===== src/rtl/mb_cam_ctl_if.sv =====
// -----------------------------------------------------------------------------
// mb_cam_ctl_if
//   Bundles every non-clock signal of the miss-buffer CAM control stage.
//   That covers the allocate, deallocate, lookup and read request/response
//   channels toward the miss-buffer pipeline, and the write, lookup and read
//   ports toward the 16 x 40 CAM macro.
//
//   modport slave  : the control stage (mb_cam_ctl)
//   modport master : the environment around it (pipeline + CAM macro)
//
//   Ports (slave view):
//     alloc_vld/alloc_addr       in  : allocate request
//     alloc_rdy/alloc_idx        out : free entry available / entry granted
//     dealloc_vld/dealloc_idx    in  : release request
//     dealloc_err                out : release of an invalid entry (pulse)
//     lkup_vld/lkup_key          in  : lookup request, key = addr[AW-1:8]
//     lkup_done/hit/hit_idx/multi out: qualified lookup result (pulse)
//     rd_vld/rd_idx              in  : read request
//     rd_data_vld/rd_data/rd_err out : read result (pulse)
//     vld_vec/count              out : entry valid bits / population
//     cam_*                      out : CAM write, lookup and read ports
//     cam_match/cam_dout         in  : raw CAM match vector / read data
// -----------------------------------------------------------------------------
interface mb_cam_ctl_if #(
  parameter int ENTRIES = 16,
  parameter int AW      = 40
);
  localparam int IW = $clog2(ENTRIES);
  localparam int CW = $clog2(ENTRIES + 1);

  logic               alloc_vld;
  logic [AW-1:0]      alloc_addr;
  logic               alloc_rdy;
  logic [IW-1:0]      alloc_idx;

  logic               dealloc_vld;
  logic [IW-1:0]      dealloc_idx;
  logic               dealloc_err;

  logic               lkup_vld;
  logic [AW-9:0]      lkup_key;
  logic               lkup_done;
  logic               lkup_hit;
  logic [IW-1:0]      lkup_hit_idx;
  logic               lkup_multi;

  logic               rd_vld;
  logic [IW-1:0]      rd_idx;
  logic               rd_data_vld;
  logic [AW-1:0]      rd_data;
  logic               rd_err;

  logic [ENTRIES-1:0] vld_vec;
  logic [CW-1:0]      count;

  logic               cam_write_en;
  logic [ENTRIES-1:0] cam_adr_w;
  logic [AW-1:0]      cam_din;
  logic               cam_lookup_en;
  logic [AW-9:0]      cam_key;
  logic               cam_read_en;
  logic [ENTRIES-1:0] cam_adr_r;
  logic [ENTRIES-1:0] cam_match;
  logic [AW-1:0]      cam_dout;

  modport slave (
    input  alloc_vld, alloc_addr, dealloc_vld, dealloc_idx,
           lkup_vld, lkup_key, rd_vld, rd_idx, cam_match, cam_dout,
    output alloc_rdy, alloc_idx, dealloc_err,
           lkup_done, lkup_hit, lkup_hit_idx, lkup_multi,
           rd_data_vld, rd_data, rd_err, vld_vec, count,
           cam_write_en, cam_adr_w, cam_din, cam_lookup_en, cam_key,
           cam_read_en, cam_adr_r
  );

  modport master (
    output alloc_vld, alloc_addr, dealloc_vld, dealloc_idx,
           lkup_vld, lkup_key, rd_vld, rd_idx, cam_match, cam_dout,
    input  alloc_rdy, alloc_idx, dealloc_err,
           lkup_done, lkup_hit, lkup_hit_idx, lkup_multi,
           rd_data_vld, rd_data, rd_err, vld_vec, count,
           cam_write_en, cam_adr_w, cam_din, cam_lookup_en, cam_key,
           cam_read_en, cam_adr_r
  );
endinterface


===== src/rtl/mb_cam_ctl.sv =====
// -----------------------------------------------------------------------------
// mb_cam_ctl
//   Control stage around the miss-buffer CAM. It owns the per-entry valid bits
//   and grants the lowest free entry on allocate. It drives the CAM write,
//   lookup and read ports combinationally from accepted requests. Two edges
//   later it returns the lookup and read results: the raw match vector is
//   qualified with the valid bits sampled when the lookup was issued.
//
//   Ports:
//     rclk  : clock
//     rst_l : asynchronous active-low reset
//     bus   : mb_cam_ctl_if.slave, all request/response and CAM signals
// -----------------------------------------------------------------------------
module mb_cam_ctl #(
  parameter int ENTRIES = 16,
  parameter int AW      = 40
) (
  input  logic         rclk,
  input  logic         rst_l,
  mb_cam_ctl_if.slave  bus
);

  localparam int IW = $clog2(ENTRIES);
  localparam int CW = $clog2(ENTRIES + 1);

  typedef logic [ENTRIES-1:0] vec_t;

  // architectural state
  vec_t          vld_vec_q;
  logic [CW-1:0] count_q;
  logic          dealloc_err_q;

  // lookup pipeline: stage 1 holds the qualifying mask, stage 2 the result
  logic          lk_s1_vld_q;
  vec_t          qual_q;
  logic          lkup_done_q;
  logic          lkup_hit_q;
  logic [IW-1:0] lkup_hit_idx_q;
  logic          lkup_multi_q;

  // read pipeline
  logic          rd_s1_vld_q;
  logic          rd_s1_err_q;
  logic          rd_data_vld_q;
  logic [AW-1:0] rd_data_q;
  logic          rd_err_q;

  // combinational request decode
  logic          alloc_rdy;
  logic          alloc_acc;
  logic [IW-1:0] free_idx;
  vec_t          alloc_oh;
  vec_t          dealloc_oh;
  logic          dealloc_ok;
  logic          rd_block;
  logic          rd_go;
  vec_t          q;
  logic [IW-1:0] q_low_idx;

  // Lowest free entry: scan downward so the last (lowest) hit wins.
  // NOTE: every always_comb output gets a default before the loop, otherwise
  // the paths that never assign it would infer a latch.
  always_comb begin
    free_idx = '0;
    for (int i = ENTRIES - 1; i >= 0; i--) begin
      if (!vld_vec_q[i]) free_idx = IW'(i);
    end
  end

  // count tracks popcount(vld_vec), so "not full" is a cheap compare
  assign alloc_rdy  = (count_q != CW'(ENTRIES));
  assign alloc_acc  = bus.alloc_vld & alloc_rdy;
  assign alloc_oh   = alloc_acc ? (vec_t'(1) << free_idx) : '0;
  assign dealloc_oh = bus.dealloc_vld ? (vec_t'(1) << bus.dealloc_idx) : '0;
  assign dealloc_ok = bus.dealloc_vld & vld_vec_q[bus.dealloc_idx];

  // A read of the entry being written this cycle would race the CAM write;
  // suppress it at the CAM and report it as an error two edges later.
  assign rd_block = bus.rd_vld & alloc_acc & (bus.rd_idx == free_idx);
  assign rd_go    = bus.rd_vld & ~rd_block;

  // stage-2 qualification of the raw CAM match vector
  assign q = bus.cam_match & qual_q;

  always_comb begin
    q_low_idx = '0;
    for (int i = ENTRIES - 1; i >= 0; i--) begin
      if (q[i]) q_low_idx = IW'(i);
    end
  end

  // CAM port drive, combinational from the accepted requests
  assign bus.cam_write_en  = alloc_acc;
  assign bus.cam_adr_w     = alloc_oh;
  assign bus.cam_din       = bus.alloc_addr;
  assign bus.cam_lookup_en = bus.lkup_vld;
  assign bus.cam_key       = bus.lkup_key;
  assign bus.cam_read_en   = rd_go;
  assign bus.cam_adr_r     = rd_go ? (vec_t'(1) << bus.rd_idx) : '0;

  assign bus.alloc_rdy = alloc_rdy;
  assign bus.alloc_idx = free_idx;

  // NOTE: all state below uses non-blocking assignments so every register
  // samples pre-edge values, which the pre-edge qualification relies on.
  always_ff @(posedge rclk or negedge rst_l) begin
    if (!rst_l) begin
      vld_vec_q      <= '0;
      count_q        <= '0;
      dealloc_err_q  <= 1'b0;
      lk_s1_vld_q    <= 1'b0;
      qual_q         <= '0;
      lkup_done_q    <= 1'b0;
      lkup_hit_q     <= 1'b0;
      lkup_hit_idx_q <= '0;
      lkup_multi_q   <= 1'b0;
      rd_s1_vld_q    <= 1'b0;
      rd_s1_err_q    <= 1'b0;
      rd_data_vld_q  <= 1'b0;
      rd_data_q      <= '0;
      rd_err_q       <= 1'b0;
    end else begin
      // An invalid dealloc leaves state alone; a valid one never targets the
      // entry being granted, so set and clear cannot collide.
      vld_vec_q     <= (vld_vec_q | alloc_oh) & ~(dealloc_ok ? dealloc_oh : '0);
      count_q       <= count_q + CW'(alloc_acc) - CW'(dealloc_ok);
      dealloc_err_q <= bus.dealloc_vld & ~dealloc_ok;

      // The entry written this cycle is excluded: the CAM returns garbage on
      // it. An entry being freed this cycle is no longer a legal hit either.
      lk_s1_vld_q <= bus.lkup_vld;
      qual_q      <= bus.lkup_vld ? (vld_vec_q & ~dealloc_oh & ~alloc_oh) : '0;

      lkup_done_q    <= lk_s1_vld_q;
      lkup_hit_q     <= |q;
      lkup_hit_idx_q <= q_low_idx;
      // clearing the lowest set bit leaves something only if two or more hit
      lkup_multi_q   <= |(q & (q - vec_t'(1)));

      rd_s1_vld_q   <= bus.rd_vld;
      rd_s1_err_q   <= rd_block;
      rd_data_vld_q <= rd_s1_vld_q;
      rd_err_q      <= rd_s1_vld_q & rd_s1_err_q;
      rd_data_q     <= (rd_s1_vld_q && !rd_s1_err_q) ? bus.cam_dout : '0;
    end
  end

  assign bus.vld_vec      = vld_vec_q;
  assign bus.count        = count_q;
  assign bus.dealloc_err  = dealloc_err_q;
  assign bus.lkup_done    = lkup_done_q;
  assign bus.lkup_hit     = lkup_hit_q;
  assign bus.lkup_hit_idx = lkup_hit_idx_q;
  assign bus.lkup_multi   = lkup_multi_q;
  assign bus.rd_data_vld  = rd_data_vld_q;
  assign bus.rd_data      = rd_data_q;
  assign bus.rd_err       = rd_err_q;

endmodule

===== src/flat_wrapper.sv =====
// flat-port wrapper written by rule: the top's interface ports become plain ports
module mb_cam_ctl_flat 
#(
  parameter int ENTRIES = 16,
  parameter int AW      = 40
)
  (rclk, rst_l, bus_alloc_vld, bus_alloc_addr, bus_dealloc_vld, bus_dealloc_idx, bus_lkup_vld, bus_lkup_key, bus_rd_vld, bus_rd_idx, bus_cam_match, bus_cam_dout, bus_alloc_rdy, bus_alloc_idx, bus_dealloc_err, bus_lkup_done, bus_lkup_hit, bus_lkup_hit_idx, bus_lkup_multi, bus_rd_data_vld, bus_rd_data, bus_rd_err, bus_vld_vec, bus_count, bus_cam_write_en, bus_cam_adr_w, bus_cam_din, bus_cam_lookup_en, bus_cam_key, bus_cam_read_en, bus_cam_adr_r);
  mb_cam_ctl_if #(.ENTRIES(ENTRIES), .AW(AW)) bus_i ();
  input  logic rclk;
  input  logic rst_l;
  input wire logic [$bits(bus_i.alloc_vld)-1:0] bus_alloc_vld;
  input wire logic [$bits(bus_i.alloc_addr)-1:0] bus_alloc_addr;
  input wire logic [$bits(bus_i.dealloc_vld)-1:0] bus_dealloc_vld;
  input wire logic [$bits(bus_i.dealloc_idx)-1:0] bus_dealloc_idx;
  input wire logic [$bits(bus_i.lkup_vld)-1:0] bus_lkup_vld;
  input wire logic [$bits(bus_i.lkup_key)-1:0] bus_lkup_key;
  input wire logic [$bits(bus_i.rd_vld)-1:0] bus_rd_vld;
  input wire logic [$bits(bus_i.rd_idx)-1:0] bus_rd_idx;
  input wire logic [$bits(bus_i.cam_match)-1:0] bus_cam_match;
  input wire logic [$bits(bus_i.cam_dout)-1:0] bus_cam_dout;
  output wire logic [$bits(bus_i.alloc_rdy)-1:0] bus_alloc_rdy;
  output wire logic [$bits(bus_i.alloc_idx)-1:0] bus_alloc_idx;
  output wire logic [$bits(bus_i.dealloc_err)-1:0] bus_dealloc_err;
  output wire logic [$bits(bus_i.lkup_done)-1:0] bus_lkup_done;
  output wire logic [$bits(bus_i.lkup_hit)-1:0] bus_lkup_hit;
  output wire logic [$bits(bus_i.lkup_hit_idx)-1:0] bus_lkup_hit_idx;
  output wire logic [$bits(bus_i.lkup_multi)-1:0] bus_lkup_multi;
  output wire logic [$bits(bus_i.rd_data_vld)-1:0] bus_rd_data_vld;
  output wire logic [$bits(bus_i.rd_data)-1:0] bus_rd_data;
  output wire logic [$bits(bus_i.rd_err)-1:0] bus_rd_err;
  output wire logic [$bits(bus_i.vld_vec)-1:0] bus_vld_vec;
  output wire logic [$bits(bus_i.count)-1:0] bus_count;
  output wire logic [$bits(bus_i.cam_write_en)-1:0] bus_cam_write_en;
  output wire logic [$bits(bus_i.cam_adr_w)-1:0] bus_cam_adr_w;
  output wire logic [$bits(bus_i.cam_din)-1:0] bus_cam_din;
  output wire logic [$bits(bus_i.cam_lookup_en)-1:0] bus_cam_lookup_en;
  output wire logic [$bits(bus_i.cam_key)-1:0] bus_cam_key;
  output wire logic [$bits(bus_i.cam_read_en)-1:0] bus_cam_read_en;
  output wire logic [$bits(bus_i.cam_adr_r)-1:0] bus_cam_adr_r;
  assign bus_i.alloc_vld = bus_alloc_vld;
  assign bus_i.alloc_addr = bus_alloc_addr;
  assign bus_i.dealloc_vld = bus_dealloc_vld;
  assign bus_i.dealloc_idx = bus_dealloc_idx;
  assign bus_i.lkup_vld = bus_lkup_vld;
  assign bus_i.lkup_key = bus_lkup_key;
  assign bus_i.rd_vld = bus_rd_vld;
  assign bus_i.rd_idx = bus_rd_idx;
  assign bus_i.cam_match = bus_cam_match;
  assign bus_i.cam_dout = bus_cam_dout;
  assign bus_alloc_rdy = bus_i.alloc_rdy;
  assign bus_alloc_idx = bus_i.alloc_idx;
  assign bus_dealloc_err = bus_i.dealloc_err;
  assign bus_lkup_done = bus_i.lkup_done;
  assign bus_lkup_hit = bus_i.lkup_hit;
  assign bus_lkup_hit_idx = bus_i.lkup_hit_idx;
  assign bus_lkup_multi = bus_i.lkup_multi;
  assign bus_rd_data_vld = bus_i.rd_data_vld;
  assign bus_rd_data = bus_i.rd_data;
  assign bus_rd_err = bus_i.rd_err;
  assign bus_vld_vec = bus_i.vld_vec;
  assign bus_count = bus_i.count;
  assign bus_cam_write_en = bus_i.cam_write_en;
  assign bus_cam_adr_w = bus_i.cam_adr_w;
  assign bus_cam_din = bus_i.cam_din;
  assign bus_cam_lookup_en = bus_i.cam_lookup_en;
  assign bus_cam_key = bus_i.cam_key;
  assign bus_cam_read_en = bus_i.cam_read_en;
  assign bus_cam_adr_r = bus_i.cam_adr_r;
  mb_cam_ctl #(.ENTRIES(ENTRIES), .AW(AW)) u_core (.rclk(rclk), .rst_l(rst_l), .bus(bus_i));
endmodule

===== config.mk =====
export PLATFORM = sky130hd
export DESIGN_NAME = mb_cam_ctl_flat
export DESIGN_NICKNAME = d
export VERILOG_FILES = /design/src/rtl/mb_cam_ctl_if.sv /design/src/rtl/mb_cam_ctl.sv /design/src/flat_wrapper.sv
export SDC_FILE = /design/constraint.sdc
export NUM_CORES = 1
export LEC_CHECK = 0
export CORE_ASPECT_RATIO = 1.2
export CORE_MARGIN = 2
export CORE_UTILIZATION = 27
export DETAILED_ROUTE_END_ITERATION = 6
export DONT_BUFFER_PORTS = 1
export PLACE_DENSITY = 0.44
export SETUP_SLACK_MARGIN = 0.1
export SLEW_MARGIN = 5
export SYNTH_ARGS = -nofsm -noshare
export SYNTH_HDL_FRONTEND = slang
export SYNTH_SLANG_ARGS = --single-unit

===== constraint.sdc =====
create_clock -name rclk -period 8.6 [get_ports rclk]
set_input_delay 2.15 -clock rclk [delete_from_list [all_inputs] [get_ports rclk]]
set_output_delay 2.15 -clock rclk [all_outputs]
set_load 0.005 [all_outputs]

; Yosys cells after proc, flatten, opt, wreduce, memory -nomap -nowiden
; Index checks and enable logic that the tools add are counted.
; Widths: inputs -> output; s select.
[word_totals]
input_bits = 142
register_bits = 90
[op_classes]
n_reduce_logical = 4
bitwise = 18
n_lt_le_gt_ge = 1
mux = 40
eq_ne = 2
shifts = 3
addsub = 3
[op_table]
columns = operator, count
row1 = $mux 4, 32
row2 = $and 16x16->16, 5
row3 = $mux 16, 5
row4 = $not 16->16, 3
row5 = $shl 1x4->16 const A, 3
row6 = $mux 40, 1
row7 = $reduce_or 16->1, 2
row8 = $or 16x16->16, 1
row9 = $sub 16x1->16 const B, 1
row10 = $and 1x1->1, 7
row11 = $add 5x1->5, 1
row12 = $lt 4x5->1 const B, 1
row13 = $ne 5x5->1 const B, 1
row14 = $sub 5x1->5, 1
row15 = $bmux 1 s4, 1
row16 = $eq 4x4->1, 1
row17 = $not 1->1, 2
row18 = $logic_and 1x1->1, 1
row19 = $logic_not 1->1, 1
row20 = $mux 1, 1

; Longest topological paths before layout
; Gate-level depths: netlist of the first run.
[depth]
depth_word = 21
ltp_mapped = 14
ltp_nobuf = 13

; Least setup slack after synthesis of the first run
; OpenSTA, ideal clock, no wires.
[synth_timing]
kind = input to output
from = input port bus_rd_idx[1]
to = output port bus_cam_read_en
slack_ps = 3354
path_stages = 4
t_arrival_ps = 3096
path_cell_list = clkbuf_1 nand4_1 o221a_2 o41a_1
[synth_via]
elab_chain_cells = 4
[synth_rtl]
columns = element, line
row1 = from (decl), flat_wrapper.sv:18  ; input wire logic [$bits(bus_i.rd_idx)-1:0] bus_rd_idx;
row2 = $eq 4x4->1, mb_cam_ctl.sv:79  ; assign rd_block = bus.rd_vld & alloc_acc & (bus.rd_idx == free_idx);
row3 = $and 1x1->1, mb_cam_ctl.sv:79
row4 = $not 1->1, mb_cam_ctl.sv:80  ; assign rd_go = bus.rd_vld & ~rd_block;
row5 = $and 1x1->1, mb_cam_ctl.sv:80
row6 = to (decl), flat_wrapper.sv:38  ; output wire logic [$bits(bus_i.cam_read_en)-1:0] bus_cam_read_en;
; Every way passes these cells.

; Final worst setup path of the first run
[layout_timing]
from = input port bus_alloc_vld
to = output port bus_cam_adr_w[14]
[layout_via]
elab_chain_cells = 2
[layout_rtl]
columns = element, line
row1 = from (decl), flat_wrapper.sv:11  ; input wire logic [$bits(bus_i.alloc_vld)-1:0] bus_alloc_vld;
row2 = $and 1x1->1, mb_cam_ctl.sv:72  ; assign alloc_acc = bus.alloc_vld & alloc_rdy;
row3 = $mux 16, mb_cam_ctl.sv:73  ; assign alloc_oh = alloc_acc ? (vec_t'(1) << free_idx) : '0;
row4 = to (decl), flat_wrapper.sv:34  ; output wire logic [$bits(bus_i.cam_adr_w)-1:0] bus_cam_adr_w;
; Every way passes these cells.

==> out/results.tsv, run 1 <==
stage	metric	value	unit
run_status	outcome	finished clean	
timing	fmax	0.1856	GHz
pwr	p_per_area	303.8	mW/mm2
worst_setup_path	critPathCapture	bus_cam_adr_w[14]	
clock_network	cts.repair.resized	0	
clock_network	root_buffer	clkbuf_16	
clock_network	clk_pin_slew	0.06	ns
synth	yosysTopAreaCellShare	0.4580	
die	die_w	127.2	um
timing	final_max_slew_viol_count	0	
synth	synthTopCellsByArea	dfrtp_1 46%, buf_4 11%, and2_1 5.9%	
pwr	ir_drop	0.09464	mV
synth	synth_common_cells	90 x dfrtp_1, 74 x buf_4, 46 x and2_1, 46 x nand2_1, 31 x nor2_1	
route	vias_per_cell	5.368	
route	routed_wirelength	15850	um
synth	ys_ff_latch	90	
clock_network	clock_path_buffers	2	
clock_network	clock-sinks	90	
die	die_h	151.8	um
synth	yosysWarnings	0	
timing	slew_headroom	0.2823	
clock_network	cts_tree	yes	
worst_setup_path	reg2reg_depth	13	
worst_setup_path	crit_chain	nand2_1, nor2_1, nand4_1, nor3_1	
global_route	antenna_found_initial	0	
timing	fin_worst_skew	0.01105	ns
worst_setup_path	worstSetupPathType	primary input to output port	
synth	async_flop_share	1.000	
synth	avgSynthCellArea	9.834	um2
placed_design	dp_hpwl	12500	um
global_route	grt_pass1_wl	22880	um
synth	ys_types	61	
synth	syn_inst	500	
worst_setup_path	start_kind	primary input	
clock_network	ctsHtreeMaxLevel	3	
synth	yosysMostFrequentCell	dfrtp_1	
final_layout	final_cells	652	
placed_design	post-place-cells	636	
worst_setup_path	worstPathArrival	3.24	ns
worst_setup_path	r2r_start	u_core.bus.vld_vec[0]	
synth	synth_largest_area_cell	dfrtp_1	
placed_design	gp_congestion	0.8721	
timing	setup_tns	0	ns
clock_network	clk_latency	0.34	ns
synth	syn_nets	649	
die	core_area	0.01804	mm2
worst_setup_path	reg2reg_slack	5.31	ns
timing	setup_viol	0	
global_route	grt_max_degree	91	
worst_setup_path	r2r-end	u_core.bus.count[4]	
final_layout	diodes	0	
pwr	finalPower	1.480	mW
worst_setup_path	slowest_delay	0.41	ns
timing	hold_viol_final	0	
clock_network	cts_hold_buf	0	
synth	synth_flop_cell	dfrtp_1	
synth	synth-edff-count	0	
worst_setup_path	cp.required	6.45	ns
timing	worstMarginPinSlew	1.072	ns
die	boundaryPins	325	
final_layout	drive_gt1_frac	0.08645	
route	dr.first_iter.drc_count	246	
worst_setup_path	cpMaxStageDelayCell	nand4_1	
worst_setup_path	cp-startpoint	bus_alloc_vld	
global_route	grt-ovfl-total	0	
synth	yosysSeqAreaShare	0.4580	
placed_design	dpl-instance-area	0.004576	mm2
global_route	grt_pass1_vias	3478	
worst_setup_path	crit_path_end_kind	output port	
synth	synthesis.area	0.004917	mm2
worst_setup_path	cp_max_fo	8	
clock_network	cts_made_buffers	9	
route	wire_per_inst	24.30	um
timing	rsz0062_at_grt	false	
placed_design	portBuffers	0	
final_layout	fillers	1883	
die	rows	54	
die	die_area	0.01931	mm2
timing	period_share	0.6266	
route	vias	3500	
flow_run	drv_cap	0	
clock_network	post_cts_buffers	0	
final_layout	area_growth	-0.9415	%
timing	final.min_clock_period	5.389	ns
route	final_antenna_net_count	0	
final_layout	nNetsFinal	572	
route	dr.pass1.iters	4	
global_route	grt_use_total	0.1615	
die	initial_core_util	0.2726	
final_layout	final_area	0.004871	mm2
hold_path	min_path_type	flop to flop	
route	drc	0	
pwr	p_leak	2.054	nW
[stage by stage]
stage / util / worst slack [ns] / hold WS, ns
after floorplan: - / 3.354 / 0.3312
after global placement: 0.2536 / 3.150 / 0.3353
after detailed placement: 0.2536 / 3.153 / 0.3440
after CTS: 0.2700 / 3.151 / 0.3577
after global routing: 0.2700 / 3.088 / 0.3777
final: 0.2700 / 3.211 / 0.3562
[cell type report]
cell class	count	area, um2	area share
clock inverters	5	62.56	0.01284
multi-input cells	303	1968	0.4041
repair buffers	1	7.507	0.001541
inverters	18	67.56	0.01387
clock buffers	11	232.7	0.04778
flip-flops and latches	90	2252	0.4624
well taps	224	280.3	0.05754
[logic make-up after synthesis]
logic type	count (synthesis)	share of synthesized area
DFF	90	0.4580
buffers and inverters	107	0.1422
and+or+nand+nor	184	0.1990
AOI/OAI and AO/OA	102	0.1496
adders and majority gates	7	0.01934
xor gates and xnor gates	5	0.008905
muxes	5	0.02290
[state kept, by name, summed over array words and instances (netlist names), 4 cells and up]
register                 cells
u_core.bus.rd_data          40
u_core.bus.count             5
u_core.bus.lkup_hit_idx      4
u_core.qual_q               16
u_core.bus.vld_vec          16
[critical path, delay by kind of cell]
family | cells | cell delay, ns
simple gates | 4 | 1.09
[placed cells by master (no fill, tap or decap), types with 10 or more instances in the layout]
cell / netlist / routed
inv_1: 16 / 16
dfrtp_1: 90 / 90
o31ai_1: 12 / 12
nand2_1: 46 / 46
and2_1: 46 / 46
nor2_1: 31 / 31
a21oi_1: 10 / 10
o21ai_0: 22 / 22
nor3_1: 14 / 14
a31oi_1: 16 / 16
[report_power, final]
group          internal (mW)  total (mW)  switching, mW
Combinational          0.158       0.499          0.341
Clock                  0.227       0.389          0.162
Sequential             0.493       0.591         0.0985
Total                  0.878        1.48          0.602
[worst min path at each step]
stage	endpoint	startpoint	cells after the start
finish	u_core.bus.lkup_done	u_core.lk_s1_vld_q	0
detailed placement	u_core.bus.lkup_done	u_core.lk_s1_vld_q	0
CTS	u_core.bus.lkup_done	u_core.lk_s1_vld_q	0
floorplan	u_core.bus.lkup_done	u_core.lk_s1_vld_q	0
global placement	u_core.bus.lkup_done	u_core.lk_s1_vld_q	0
global route	u_core.bus.lkup_done	u_core.lk_s1_vld_q	0
[routing by layer]
metal | vias up | global-route usage | part of all wire
met5 | - | 0 | 0
met4 | 0 | 0.06489 | 0.033
met3 | 60 | 0.06620 | 0.10
met2 | 203 | 0.3129 | 0.57
met1 | 1715 | 0.1452 | 0.30
li1 | 1522 | - | -
Note: power is estimated with default switching activity, not from simulation.
==> inputs of run 2 (changes only) <==
--- a/config.mk
+++ b/config.mk
@@ -10,7 +10,7 @@
 export CORE_UTILIZATION = 27
 export DETAILED_ROUTE_END_ITERATION = 6
 export DONT_BUFFER_PORTS = 1
-export PLACE_DENSITY = 0.44
+export PLACE_DENSITY = 0.46
 export SETUP_SLACK_MARGIN = 0.1
 export SLEW_MARGIN = 5
 export SYNTH_ARGS = -nofsm -noshare
==> constraint.sdc (replaced) <==
create_clock -name rclk -period 4.6 [get_ports rclk]
set_input_delay 1.15 -clock rclk [delete_from_list [all_inputs] [get_ports rclk]]
set_output_delay 1.15 -clock rclk [all_outputs]
set_load 0.005 [all_outputs]
==> run 2 against run 1 <==
Net effect: first-iteration DRC count is 17% lower; count of clock-buffer cells in the layout is 1 lower; sequential share of layout area hardly changed; global-route usage is 0.44 points lower; via count is 1.5% lower; combinational power is 82% higher; setup slack worse by 2.3 ns; cell count is 0.15% higher; largest cell class unchanged; flip-flop and latch count stayed put; critical path type is now flop to output port; sequential power is 90% higher.
==> out/results.tsv, run 2 (synthesis results as in run 1) <==
stage	metric	value	unit	change
route	dr.first_iter.drc_count	204		-17%
worst_setup_path	r2r_start	u_core.bus.vld_vec[2]		
route	vias	3446		-1.5%
clock_network	clock_path_buffers	2		unchanged
pwr	switching_share	0.4151		+0.008475
final_layout	final_common_cell	dfrtp_1		
hold_path	worstHoldPathCells	0		unchanged
route	routed_wirelength	15370	um	-3.0%
die	boundaryPins	325		unchanged
final_layout	drive_gt1_frac	0.09091		+0.004460
worst_setup_path	crit_buf_inv	1		+1
timing	worstMarginPinSlew	1.066	ns	-0.005308 ns
final_layout	final_cell_mix	90 x dfrtp_1, 46 x and2_1, 46 x nand2_1		
worst_setup_path	start_kind	flop		
die	rows	54		unchanged
flow_run	drv_cap	0		unchanged
route	dr.pass1.iters	4		unchanged
clock_network	clk_pin_slew	0.07	ns	about the same
route	final_antenna_net_count	0		unchanged
die	die_h	151.8	um	unchanged
die	initial_core_util	0.2726		unchanged
final_layout	largest_reg_flops	40		unchanged
placed_design	gp_congestion	0.8225		-5.7%
worst_setup_path	reg2reg_depth	13		unchanged
timing	fmax	0.2696	GHz	
timing	final.min_clock_period	3.709	ns	
global_route	grt_use_total	0.1570		-0.004444
clock_network	cts_hold_buf	0		unchanged
clock_network	cts.repair.resized	0		unchanged
timing	fin_worst_skew	0.01550	ns	+0.004453 ns
timing	setup_tns	0	ns	unchanged
pwr	ir_drop	0.2162	mV	+130%
global_route	antenna_found_initial	0		unchanged
route	vias_per_cell	5.277		-1.7%
worst_setup_path	cp.required	3.45	ns	-3.00 ns
worst_setup_path	worstPathArrival	2.56	ns	-0.68 ns
timing	hold_viol_final	0		unchanged
placed_design	dpl-instance-area	0.004583	mm2	+0.16%
global_route	busiest_layer	met2		
global_route	grtUsageMet1	0.1526		+0.007317
worst_setup_path	worstSetupPathType	flop to output port		
final_layout	diodes	0		unchanged
pwr	pwr-share-comb	0.332		-0.005
global_route	grt_max_degree	91		unchanged
pwr	p_per_area	563.3	mW/mm2	+85%
clock_network	cts_made_buffers	9		unchanged
route	drc	0		unchanged
placed_design	dp_hpwl	12050	um	-3.6%
clock_network	post_cts_buffers	0		unchanged
pwr	intPower	1.603	mW	+83%
die	die_w	127.2	um	unchanged
global_route	grt_pass1_wl	22590	um	-1.3%
global_route	met2_usage	0.2734		-0.03943
global_route	grt_pass1_vias	3606		+3.7%
clock_network	clock-sinks	90		unchanged
timing	slew_headroom	0.2859		+0.003555
worst_setup_path	slowest_delay	0.55	ns	+0.14 ns
die	core_area	0.01804	mm2	unchanged
die	die_area	0.01931	mm2	unchanged
timing	period_share	0.8063		
worst_setup_path	cp_max_fo	18		+10
pwr	pwr-share-seq	0.408		+0.009
clock_network	cts_tree	yes		
run_status	outcome	finished clean		
hold_path	holdPathEnd	u_core.bus.lkup_done		
worst_setup_path	r2r-end	u_core.bus.count[4]		
final_layout	area_growth	-1.043	%	
pwr	power_frac_clock	0.261		-0.002
global_route	grtUsageMet3	0.07007		+0.003873
timing	rsz0062_at_grt	false		
worst_setup_path	crit_chain	and4_1, nand3_1, o21ai_2, nor2_4, inv_2, a311oi_1		
route	wire_per_inst	23.54	um	-3.1%
final_layout	final_area	0.004866	mm2	-0.10%
hold_path	min_path_type	flop to flop		
timing	setup_viol	0		unchanged
pwr	p_leak	2.059	nW	+0.24%
worst_setup_path	crit_path_end_kind	output port		
final_layout	nNetsFinal	573		+0.17%
worst_setup_path	path_delay_family	simple AND/OR/NAND/NOR gates		
final_layout	finish.utilization	0.2697		-0.0002780
clock_network	root_buffer	clkbuf_16		
placed_design	portBuffers	0		unchanged
worst_setup_path	reg2reg_slack	1.36	ns	-3.95 ns
timing	final_max_slew_viol_count	0		unchanged
global_route	grt-ovfl-total	0		unchanged
pwr	p_switching	1.138	mW	+89%
clock_network	ctsHtreeMaxLevel	3		unchanged
hold_path	min_from	u_core.lk_s1_vld_q		
worst_setup_path	cpMaxStageDelayCell	dfrtp_1		
clock_network	clk_latency	0.35	ns	about the same
==> run 2: cell count changes in the layout (fill, tap and decap cells not counted), sizes merged <==
cell / before / now
clkinvlp: 2 / 1
buf: 1 / 2
clkinv: 1 / 0
bufinv: 1 / 0
inv: 19 / 23
clkbuf: 11 / 10
==> run 2: cell type report <==
cell class	instances	area (um2)
clock inverters	6	53.80
flip-flops and latches	90	2252
repair buffers	2	15.01
clock buffers	10	229.0
inverters	18	67.56
fillers	1892	13170
multi-input cells	303	1968
well taps	224	280.3
==> run 2: layer usage <==
metal,part of all wire,up-vias,wire length (um)
met3,0.11,68,1649
met5,0,-,0
met2,0.52,234,7949
met1,0.33,1621,5022
li1,-,1523,-
met4,0.049,0,750
==> run 2: power by group through the flow <==
| stage | Sequential (mW) | Clock, mW | Combinational (mW) |
|---|---|---|---|
| 3_5_place_dp | 1.13 | 0 | 0.919 |
| 2_1_floorplan | 1.04 | 0 | 0.767 |
| 3_3_place_gp | 1.13 | 0 | 0.893 |
| 6_report | 1.12 | 0.714 | 0.909 |
| 4_1_cts | 1.12 | 0.737 | 0.922 |
| 5_1_grt | 1.14 | 0.770 | 1.02 |
==> run 2: how the worst max path moves through the flow <==
stage | startpoint | end | slack [ns] | depth (start not counted)
floorplan | bus_dealloc_idx[0] | u_core.bus.count[4] | 0.62 | 14
global placement | bus_dealloc_idx[0] | u_core.bus.count[4] | 0.78 | 13
detailed placement | bus_dealloc_idx[0] | u_core.bus.count[4] | 0.77 | 13
CTS | u_core.bus.vld_vec[0] | bus_cam_adr_r[14] | 0.78 | 6
global route | u_core.bus.vld_vec[0] | bus_cam_adr_r[14] | 0.68 | 6
finish | u_core.bus.vld_vec[0] | bus_cam_adr_r[14] | 0.89 | 6
==> run 2: through the flow <==
step | instances | power, mW | worst slack, ns | hold WS (ns)
detailed placement | 637 | 2.052 | 0.7697 | 0.3537
global route | 653 | 2.930 | 0.6807 | 0.3844
floorplan | 500 | 1.807 | 0.6168 | 0.3312
finish | 653 | 2.741 | 0.8912 | 0.3629
global placement | 637 | 2.024 | 0.7761 | 0.3449
CTS | 653 | 2.777 | 0.7767 | 0.3729
==> inputs of run 3 (changes only) <==
--- a/config.mk
+++ b/config.mk
@@ -10,7 +10,7 @@
 export CORE_UTILIZATION = 27
 export DETAILED_ROUTE_END_ITERATION = 6
 export DONT_BUFFER_PORTS = 1
-export PLACE_DENSITY = 0.46
+export PLACE_DENSITY = 0.44
 export SETUP_SLACK_MARGIN = 0.1
 export SLEW_MARGIN = 5
 export SYNTH_ARGS = -nofsm -noshare
==> constraint.sdc (replaced) <==
create_clock -name rclk -period 3.6 [get_ports rclk]
set_input_delay 0.9 -clock rclk [delete_from_list [all_inputs] [get_ports rclk]]
set_output_delay 0.9 -clock rclk [all_outputs]
set_load 0.005 [all_outputs]
==> run 3 against run 2 <==
Net effect: first-iteration DRC count is 4.9% lower; clock power is 32% higher; critical endpoint is now bus_cam_read_en; largest power group unchanged; highest routed layer unchanged; total power is 33% higher; non-clock buffer count up 8; critical path type unchanged; register-to-register slack lost 0.90 ns; flip-flop and latch count stayed put.
==> out/results.tsv, run 3 (synthesis results as in run 1) <==
stage	metric	value	unit	change
timing	final_max_slew_viol_count	0		unchanged
placed_design	dp_hpwl	12970	um	+7.7%
global_route	grt_max_degree	91		unchanged
final_layout	area_growth	0.9669	%	
run_status	outcome	finished clean		
worst_setup_path	r2r_start	u_core.bus.vld_vec[7]		
worst_setup_path	reg2reg_depth	13		unchanged
route	drt-met1-wl	5200	um	+3.5%
timing	slew_headroom	0.2506		-0.03525
clock_network	clk_pin_slew	0.07	ns	about the same
route	routed.top_layer	met4		
route	final_antenna_net_count	0		unchanged
clock_network	ctsHtreeMaxLevel	3		unchanged
global_route	grt_pass1_vias	3575		-0.86%
global_route	grt-ovfl-total	0		unchanged
timing	fmax	0.2983	GHz	
pwr	ir_drop	0.2655	mV	+23%
route	dr.first_iter.drc_count	194		-4.9%
route	vias	3526		+2.3%
die	die_h	151.8	um	unchanged
final_layout	drive_gt1_frac	0.1236		+0.03266
final_layout	regArea	0.002255	mm2	+0.11%
timing	rsz0062_at_grt	false		
route	drc	0		unchanged
worst_setup_path	r2r-end	u_core.bus.count[4]		
route	dr.pass1.iters	4		unchanged
worst_setup_path	worstSetupPathType	flop to output port		
worst_setup_path	slowest_delay	0.51	ns	-0.04 ns
route	vias_per_cell	5.334		+1.1%
route	routed_wirelength	16410	um	+6.7%
final_layout	largest_reg_flops	40		unchanged
die	core_area	0.01804	mm2	unchanged
final_layout	nNetsFinal	581		+1.4%
worst_setup_path	crit_chain	buf_4, nand4_4, a211oi_4, xnor2_1, o2111ai_1, o41a_1		
timing	setup_tns	0	ns	unchanged
hold_path	min_path_type	primary input to asynchronous set/reset pin		
global_route	grt_pass1_wl	23540	um	+4.2%
worst_setup_path	reg2reg_slack	0.46	ns	-0.90 ns
die	boundaryPins	325		unchanged
timing	setup_viol	0		unchanged
final_layout	final_common_cell	dfrtp_1		
worst_setup_path	crit_path_end_kind	output port		
die	die_w	127.2	um	unchanged
final_layout	diodes	0		unchanged
global_route	grt_use_total	0.1649		+0.007854
pwr	p_leak	2.095	nW	+1.7%
worst_setup_path	cp.required	2.70	ns	-0.75 ns
die	die_area	0.01931	mm2	unchanged
route	wl_met2	8855	um	+11%
final_layout	fillers	1917		+1.3%
timing	hold_viol_final	0		unchanged
worst_setup_path	start_kind	flop		
route	wire_per_inst	24.82	um	+5.5%
timing	final.min_clock_period	3.352	ns	
route	dr_wl_met3	1530	um	-7.2%
placed_design	portBuffers	0		unchanged
flow_run	drv_cap	0		unchanged
timing	worstMarginPinSlew	1.119	ns	+0.05264 ns
clock_network	clock-sinks	90		unchanged
clock_network	cts_made_buffers	9		unchanged
placed_design	dpl-instance-area	0.004646	mm2	+1.4%
die	rows	54		unchanged
clock_network	clk_latency	0.34	ns	about the same
clock_network	cts_tree	yes		
placed_design	gp_congestion	0.9152		+11%
timing	period_share	0.9312		
final_layout	finish.utilization	0.2752		+0.005480
final_layout	final_cell_mix	88 x dfrtp_1, 46 x and2_1, 46 x nand2_1		
final_layout	multi_input_area	0.001992	mm2	+1.2%
timing	hold_ws	0.2554	ns	-0.1075 ns
clock_network	root_buffer	clkbuf_16		
pwr	p_per_area	732.7	mW/mm2	+30%
worst_setup_path	worstPathArrival	2.45	ns	-0.11 ns
global_route	antenna_found_initial	0		unchanged
clock_network	clock_path_buffers	2		unchanged
pwr	finalPower	3.638	mW	+33%
final_layout	final_area	0.004965	mm2	+2.0%
die	initial_core_util	0.2726		unchanged
clock_network	cts_hold_buf	0		unchanged
worst_setup_path	cp_max_fo	6		-12
worst_setup_path	cpMaxStageDelayCell	dfrtp_1		
timing	fin_worst_skew	0.009196	ns	-0.006307 ns
## run 3: cell count changes in the layout (fill, tap and decap cells not counted), sizes merged
cell / before / now
buf: 2 / 10
inv: 23 / 19
clkinvlp: 1 / 3
bufinv: 0 / 1
clkinv: 0 / 1
## run 3: through the flow
step           cells  worst slack, ns
3_5_place_dp     645          0.06276
3_3_place_gp     645          0.08840
2_1_floorplan    500           0.1112
6_report         661           0.2478
5_1_grt          661           0.1295
4_1_cts          661           0.1508
## run 3: area by class of cell
type                            count  area share
Timing Repair Buffer               10     0.01512
Multi-Input combinational cell    303      0.4012
Inverter                           18     0.01361
Clock buffer                       10     0.04612
Clock inverter                      6     0.01336
Tap cell                          224     0.05645
Sequential cell                    90      0.4541
## run 3: power by group
part           internal (mW)  switching [mW]  total (mW)
clock                  0.540           0.404       0.943
sequential              1.18           0.223        1.40
combinational          0.448           0.844        1.29
total                   2.17            1.47        3.64
## run 3: worst max path at each step
stage	start	endpoint	slack (ns)	cells after the start
5_1_grt	u_core.bus.vld_vec[5]	bus_cam_read_en	0.13	5
4_1_cts	u_core.bus.vld_vec[5]	bus_cam_adr_r[14]	0.15	5
6_report	u_core.bus.vld_vec[3]	bus_cam_read_en	0.25	6
3_5_place_dp	bus_dealloc_idx[0]	u_core.bus.count[4]	0.06	13
3_3_place_gp	bus_dealloc_idx[0]	u_core.bus.count[4]	0.09	13
2_1_floorplan	bus_dealloc_idx[1]	u_core.bus.count[4]	0.11	14
## run 3: repair_timing
action,CTS,global route
endpoints found under the setup margin,0,3
gates resized for setup,0,6
setup buffers,0,0
## run 3: routing by layer
layer,up-vias,global-route usage
li1,1536,-
met1,1722,0.1520
met2,196,0.3029
met3,72,0.06514
met4,0,0.09419
met5,-,0.005115
## run 3: critical path: cells and delay by family, from the launching register on
kind | cells | cell delay (ns)
flops | 1 | 0.51
buf+inv | 1 | 0.21
compound gates | 3 | 1.04
simple gates | 1 | 0.16
xor+xnor | 1 | 0.20
